--- config.mk ---
export PLATFORM = sky130hd
export DESIGN_NAME = pipeline_hazard_ctrl
export DESIGN_NICKNAME = d
export VERILOG_FILES = /design/src/rtl/pipeline_hazard_ctrl_pkg.sv /design/src/rtl/pipeline_hazard_ctrl_hazard_detect.sv /design/src/rtl/pipeline_hazard_ctrl.sv
export SDC_FILE = /design/constraint.sdc
export NUM_CORES = 1
export LEC_CHECK = 0
export CAP_MARGIN = 10
export CORE_ASPECT_RATIO = 1.5
export CORE_UTILIZATION = 33
export CTS_CLUSTER_DIAMETER = 50
export DETAILED_ROUTE_END_ITERATION = 10
export PLACE_DENSITY = 0.85
export SYNTH_ARGS = -nofsm -noshare
export SYNTH_HDL_FRONTEND = slang
export SYNTH_SLANG_ARGS = --single-unit
export TNS_END_PERCENT = 1
--- constraint.sdc ---
create_clock -name clk -period 3.6 [get_ports clk]
set_clock_uncertainty 0.05 [all_clocks]
set_input_delay 0.72 -clock clk [delete_from_list [all_inputs] [get_ports clk]]
set_output_delay 0.72 -clock clk [all_outputs]
set_load 0.01 [all_outputs]
--- src/rtl/pipeline_hazard_ctrl_pkg.sv ---
// Shared types and constants for the pipeline hazard controller.
// HAZARD_PERF_CNT_EN enables the stall/flush performance counters.
package pipeline_hazard_ctrl_pkg;

  typedef enum logic [1:0] {
    ST_BOOT    = 2'd0,
    ST_RUN     = 2'd1,
    ST_LDSTALL = 2'd2,
    ST_FLUSH   = 2'd3
  } hz_state_e;

  localparam logic [31:0] NOP_INSN     = 32'h0000_0013;

  localparam logic [1:0]  PC_SEL_PLUS4 = 2'd0;
  localparam logic [1:0]  PC_SEL_ALU   = 2'd1;
  localparam logic [1:0]  PC_SEL_RST   = 2'd3;

  localparam int unsigned CNT_W        = 32;
  localparam int unsigned BOOT_CNT_W   = 4;

endpackage

--- src/rtl/pipeline_hazard_ctrl_hazard_detect.sv ---
// Load-use hazard compare between stage-2 load and stage-1 sources.
// Purely combinational.
module pipeline_hazard_ctrl_hazard_detect
  import pipeline_hazard_ctrl_pkg::*;
(
  input  logic       load_s2,
  input  logic [4:0] rd_s2,
  input  logic [4:0] rs1_s1,
  input  logic [4:0] rs2_s1,
  input  logic       rs1_used_s1,
  input  logic       rs2_used_s1,
  output logic       hit
);

  logic rd_nz;
  logic rs1_m;
  logic rs2_m;

  assign rd_nz = |rd_s2;
  assign rs1_m = rs1_used_s1 && (rs1_s1 == rd_s2);
  assign rs2_m = rs2_used_s1 && (rs2_s1 == rd_s2);
  assign hit   = load_s2 && rd_nz && (rs1_m || rs2_m);

endmodule

--- src/rtl/pipeline_hazard_ctrl.sv ---
// Pipeline stall/flush/bubble controller with boot sequencing.
// Optional counters under HAZARD_PERF_CNT_EN.
module pipeline_hazard_ctrl
  import pipeline_hazard_ctrl_pkg::*;
#(
  parameter int unsigned BOOT_CYCLES = 2,
  parameter int unsigned IMEM_LAT    = 1
) (
  input  logic        clk,
  input  logic        rst,
  input  logic        redirect_s3,
  input  logic        load_s2,
  input  logic [4:0]  rd_s2,
  input  logic [4:0]  rs1_s1,
  input  logic [4:0]  rs2_s1,
  input  logic        rs1_used_s1,
  input  logic        rs2_used_s1,
  input  logic        mem_busy,
  output logic        pc_rst,
  output logic        stall_pc,
  output logic        stall_s1,
  output logic        stall_s2,
  output logic        stall_s3,
  output logic        bubble_s2,
  output logic        flush_s1,
  output logic [31:0] stall_cnt,
  output logic [31:0] flush_cnt
);

  localparam logic [BOOT_CNT_W-1:0] BOOT_LAST =
    BOOT_CNT_W'(BOOT_CYCLES - 1);

  hz_state_e             state_q;
  hz_state_e             state_d;
  logic [BOOT_CNT_W-1:0] boot_q;
  logic [BOOT_CNT_W-1:0] boot_d;
  logic                  pend_q;
  logic                  pend_d;
  logic                  hit;
  logic                  redir_eff;

  pipeline_hazard_ctrl_hazard_detect u_hd (
    .load_s2     (load_s2),
    .rd_s2       (rd_s2),
    .rs1_s1      (rs1_s1),
    .rs2_s1      (rs2_s1),
    .rs1_used_s1 (rs1_used_s1),
    .rs2_used_s1 (rs2_used_s1),
    .hit         (hit)
  );

  assign redir_eff = (redirect_s3 || pend_q) && !mem_busy
                   && (state_q != ST_BOOT);

  always_ff @(posedge clk or posedge rst) begin
    if (rst) begin
      state_q <= ST_BOOT;
      boot_q  <= '0;
      pend_q  <= 1'b0;
    end else begin
      state_q <= state_d;
      boot_q  <= boot_d;
      pend_q  <= pend_d;
    end
  end

  always_comb begin
    state_d   = state_q;
    boot_d    = boot_q;
    pend_d    = pend_q;
    pc_rst    = 1'b0;
    stall_pc  = 1'b0;
    stall_s1  = 1'b0;
    stall_s2  = 1'b0;
    stall_s3  = 1'b0;
    bubble_s2 = 1'b0;
    flush_s1  = 1'b0;
    unique case (state_q)
      ST_BOOT: begin
        pc_rst    = 1'b1;
        flush_s1  = 1'b1;
        bubble_s2 = 1'b1;
        boot_d    = boot_q + 1'b1;
        if (boot_q == BOOT_LAST) begin
          state_d = ST_RUN;
          boot_d  = '0;
        end
      end
      default: begin
        if (mem_busy) begin
          // Whole pipe frozen; remember a redirect for when it thaws.
          stall_pc = 1'b1;
          stall_s1 = 1'b1;
          stall_s2 = 1'b1;
          stall_s3 = 1'b1;
          pend_d   = pend_q || redirect_s3;
        end else if (redir_eff) begin
          flush_s1  = 1'b1;
          bubble_s2 = 1'b1;
          pend_d    = 1'b0;
          state_d   = (IMEM_LAT == 1) ? ST_FLUSH : ST_RUN;
        end else if (state_q == ST_FLUSH) begin
          flush_s1 = 1'b1;
          state_d  = ST_RUN;
        end else if (hit) begin
          stall_pc  = 1'b1;
          stall_s1  = 1'b1;
          bubble_s2 = 1'b1;
          state_d   = ST_LDSTALL;
        end else begin
          state_d = ST_RUN;
        end
      end
    endcase
  end

`ifdef HAZARD_PERF_CNT_EN
  logic [CNT_W-1:0] stall_q;
  logic [CNT_W-1:0] flush_q;

  always_ff @(posedge clk or posedge rst) begin
    if (rst) begin
      stall_q <= '0;
      flush_q <= '0;
    end else begin
      if (stall_pc)
        stall_q <= stall_q + 1'b1;
      if (redir_eff)
        flush_q <= flush_q + 1'b1;
    end
  end

  assign stall_cnt = stall_q;
  assign flush_cnt = flush_q;
`else
  assign stall_cnt = '0;
  assign flush_cnt = '0;
`endif

endmodule

==> impl_metrics.yaml <==
yosys:
  ys_seq_area_share_pct: 17.24
  synth-main-ff-cell: "dfrtp_1"
  synth_area_sq_um: 1016
  yosysWarnings: 0
  ys_seq_elements: 7
  synth_common_cells: "buf_4, xor2_1, dfrtp_1, nand2_1"
  synth_enable_flop_cells: 0
  async_reset_ff_share_pct: 100.0
  synthCells: 123
  avgSynthCellArea_sq_um: 8.260
  synth_cell_types: 29
  yosysMostFrequentCell: "buf_4"
  yosysTopAreaCellShare_pct: 48.77
  synthTopCellsByArea: "buf_4, dfrtp_1, xor2_1, xnor2_1, nand2_1"
  yosys.area.top_type: "buf_4"
cts:
  cts.sinks: 7
  cts_resized: 3
  cts_setup_buffers: 0
  cts.path.max_buffers: 2
  cts_buffers: 3
  cts_tree: "yes"
  hold_buffers: 0
  cts_max_level: 1
  cts_root_buffer: "clkbuf_8"
  insertion_delay_ns: 0.22
  path_clk_slew_ns: 0.04
floorplanning:
  initial_core_util_pct: 34.88
  core_sq_um: 2913
  die_h_microns: 69.96
  io_pins: 93
  rows: 24
  die_w_microns: 47.31
  die_area_sq_um: 3309
pwr:
  p_per_area_nw_per_um2: 263.6
  power.total_mw: 0.3067
  ir_drop_mv: 0.1018
  p_leak_nw: 0.6038
cells_and_area:
  drive_gt1_share_pct: 8.442
  nFillCells: 316
  n_antenna_cell: 0
  fin_nets: 177
  syn_to_final_growth_pct: 14.53
  fin_area_sq_um: 1164
route:
  ant_nets: 0
  wl_microns: 1710
  vias: 714
  dr.pass1.iters: 2
  vias_per_cell: 3.699
  drc: 0
  wl_per_cell_microns: 8.860
  drt-initial-drc-count: 8
grt:
  track_usage_pct: 9.793
  antenna_found_initial: 0
  grt_first_pass_wirelength_microns: 2297
  grt_pass1_vias: 611
  grt_max_degree: 10
  grt-ovfl-total: 0
status:
  status: "completed"
worst_setup_path:
  path_class: "in2out"
  critPathRequiredTime_ns: 2.83
  worstPathArrival_ns: 2.58
  crit_path_start_kind: "input port"
  end_kind: "output pin"
  crit_fanout: 3
place:
  dp.final_hpwl_microns: 1400
  place_area_sq_um: 1101
  port_buffers: 28
  gp_congestion: 0.7766
timing:
  period_share_pct: 93.00
  fmax_mhz: 298.7
  final-max-slew-violation-count: 0
  rsz0062_at_grt: "false"
  finalCriticalPeriod_ns: 3.348
  hold_viol_final: 0
  setup_viol: 0
run:
  drv_cap: 0
hold_path:
  hp-class: "reg2reg"
## per-layer routing
layer | wire, microns | up-vias | share of wire [%] | track usage (%)
met5 | 0 | - | 0 | 0
met4 | 21 | 0 | 1.2 | 4.444
met3 | 295 | 2 | 17 | 4.651
met2 | 915 | 66 | 54 | 19.33
met1 | 477 | 316 | 28 | 6.421
li1 | - | 330 | - | -
## cells in the final DEF, fill, tap and decap left out
| master | n |
|---|---|
| xor2_1 | 10 |
| clkbuf_8 | 3 |
| and2_2 | 1 |
| clkbuf_1 | 1 |
| nor4b_1 | 1 |
| nor3_1 | 1 |
| conb_1 | 64 |
| buf_4 | 2 |
| or4_4 | 1 |
| dfrtp_1 | 7 |
| or4_1 | 1 |
| inv_1 | 3 |
| or2_4 | 1 |
| o211ai_2 | 1 |
| nor4_2 | 1 |
| a21boi_0 | 1 |
| nor4_1 | 1 |
| o21a_1 | 1 |
| and3_1 | 1 |
| dlygate4sd2_1 | 1 |
| o21ai_1 | 1 |
| nor2_2 | 1 |
| a21oi_1 | 2 |
| xnor2_1 | 3 |
| nand2_1 | 5 |
| a21o_1 | 1 |
| o41ai_2 | 1 |
| o311ai_1 | 1 |
| dlymetal6s2s_1 | 2 |
| o21ai_0 | 2 |
| or3_1 | 1 |
| a32oi_2 | 1 |
| nor2_1 | 3 |
| clkdlybuf4s50_1 | 25 |
| nand2b_1 | 2 |
## kinds of logic (layout without fill, tap and decap cells)
kind of cell              after synthesis  after routing  share of synthesized area, %
buffers and inverters                  69             37                         49.88
AOI/OAI and AO/OA                      12             12                         9.237
other                                   1             64                        0.3691
xor gates and xnor gates               13             13                         11.21
and+or+nand+nor                        21             21                         12.07
DFF                                     7              7                         17.24
## through the flow
| step | hold slack (ns) | std cells | setup slack, ns | setup TNS (ns) | util (%) |
|---|---|---|---|---|---|
| 4_1_cts | 0.4588 | 193 | 0.006992 | 0 | 39.78 |
| 5_1_grt | 0.4845 | 193 | 0.1574 | 0 | 39.95 |
| 6_report | 0.4512 | 193 | 0.2519 | 0 | 39.95 |
| 3_3_place_gp | 0.4378 | 189 | 0.01730 | 0 | 37.80 |
| 3_5_place_dp | 0.4526 | 189 | -0.03577 | -0.06704 | 37.80 |
| 2_1_floorplan | 0.4139 | 186 | 0.8891 | 0 | - |
## critical path, stage by stage
cell and delay, ns:
clkdlybuf4s50_1 0.48, xor2_1 0.21, nor4_2 0.33, a32oi_2 0.21, o41ai_2 0.32, dlygate4sd2_1 0.31
## worst paths after layout
path,startpoint,to,slack [ns],cells after the start
max reg2reg,pend_q,state_q[0],2.14,3
max,rd_s2[2],stall_pc,0.25,6
min reg2reg,boot_q[3],boot_q[3],0.45,1
min,boot_q[3],boot_q[3],0.45,1
max in group asynchronous,rst,pend_q,2.63,2
min in group asynchronous,rst,boot_q[3],0.68,2
## state kept, by name (all words and copies together), names as in the netlist
name / cells
boot_q: 4
pend_q: 1
state_q: 2
## report_power, final
part / switching (mW) / internal, mW / leakage (nW)
Sequential: 0.00816 / 0.0859 / 0.0867
Clock: 0.0314 / 0.0764 / 0.0228
Combinational: 0.0596 / 0.0453 / 0.494
Total: 0.0991 / 0.208 / 0.604
## area by class of cell
class,count,area (sq um),share of cell area (%)
inverters,3,11.26,0.9677
multi-input cells,110,584.3,50.21
flip-flops and latches,7,175.2,15.05
repair buffers,30,299.0,25.70
clock buffers,4,45.04,3.871
well taps,39,48.80,4.194
(Power assumes the default switching activity.)
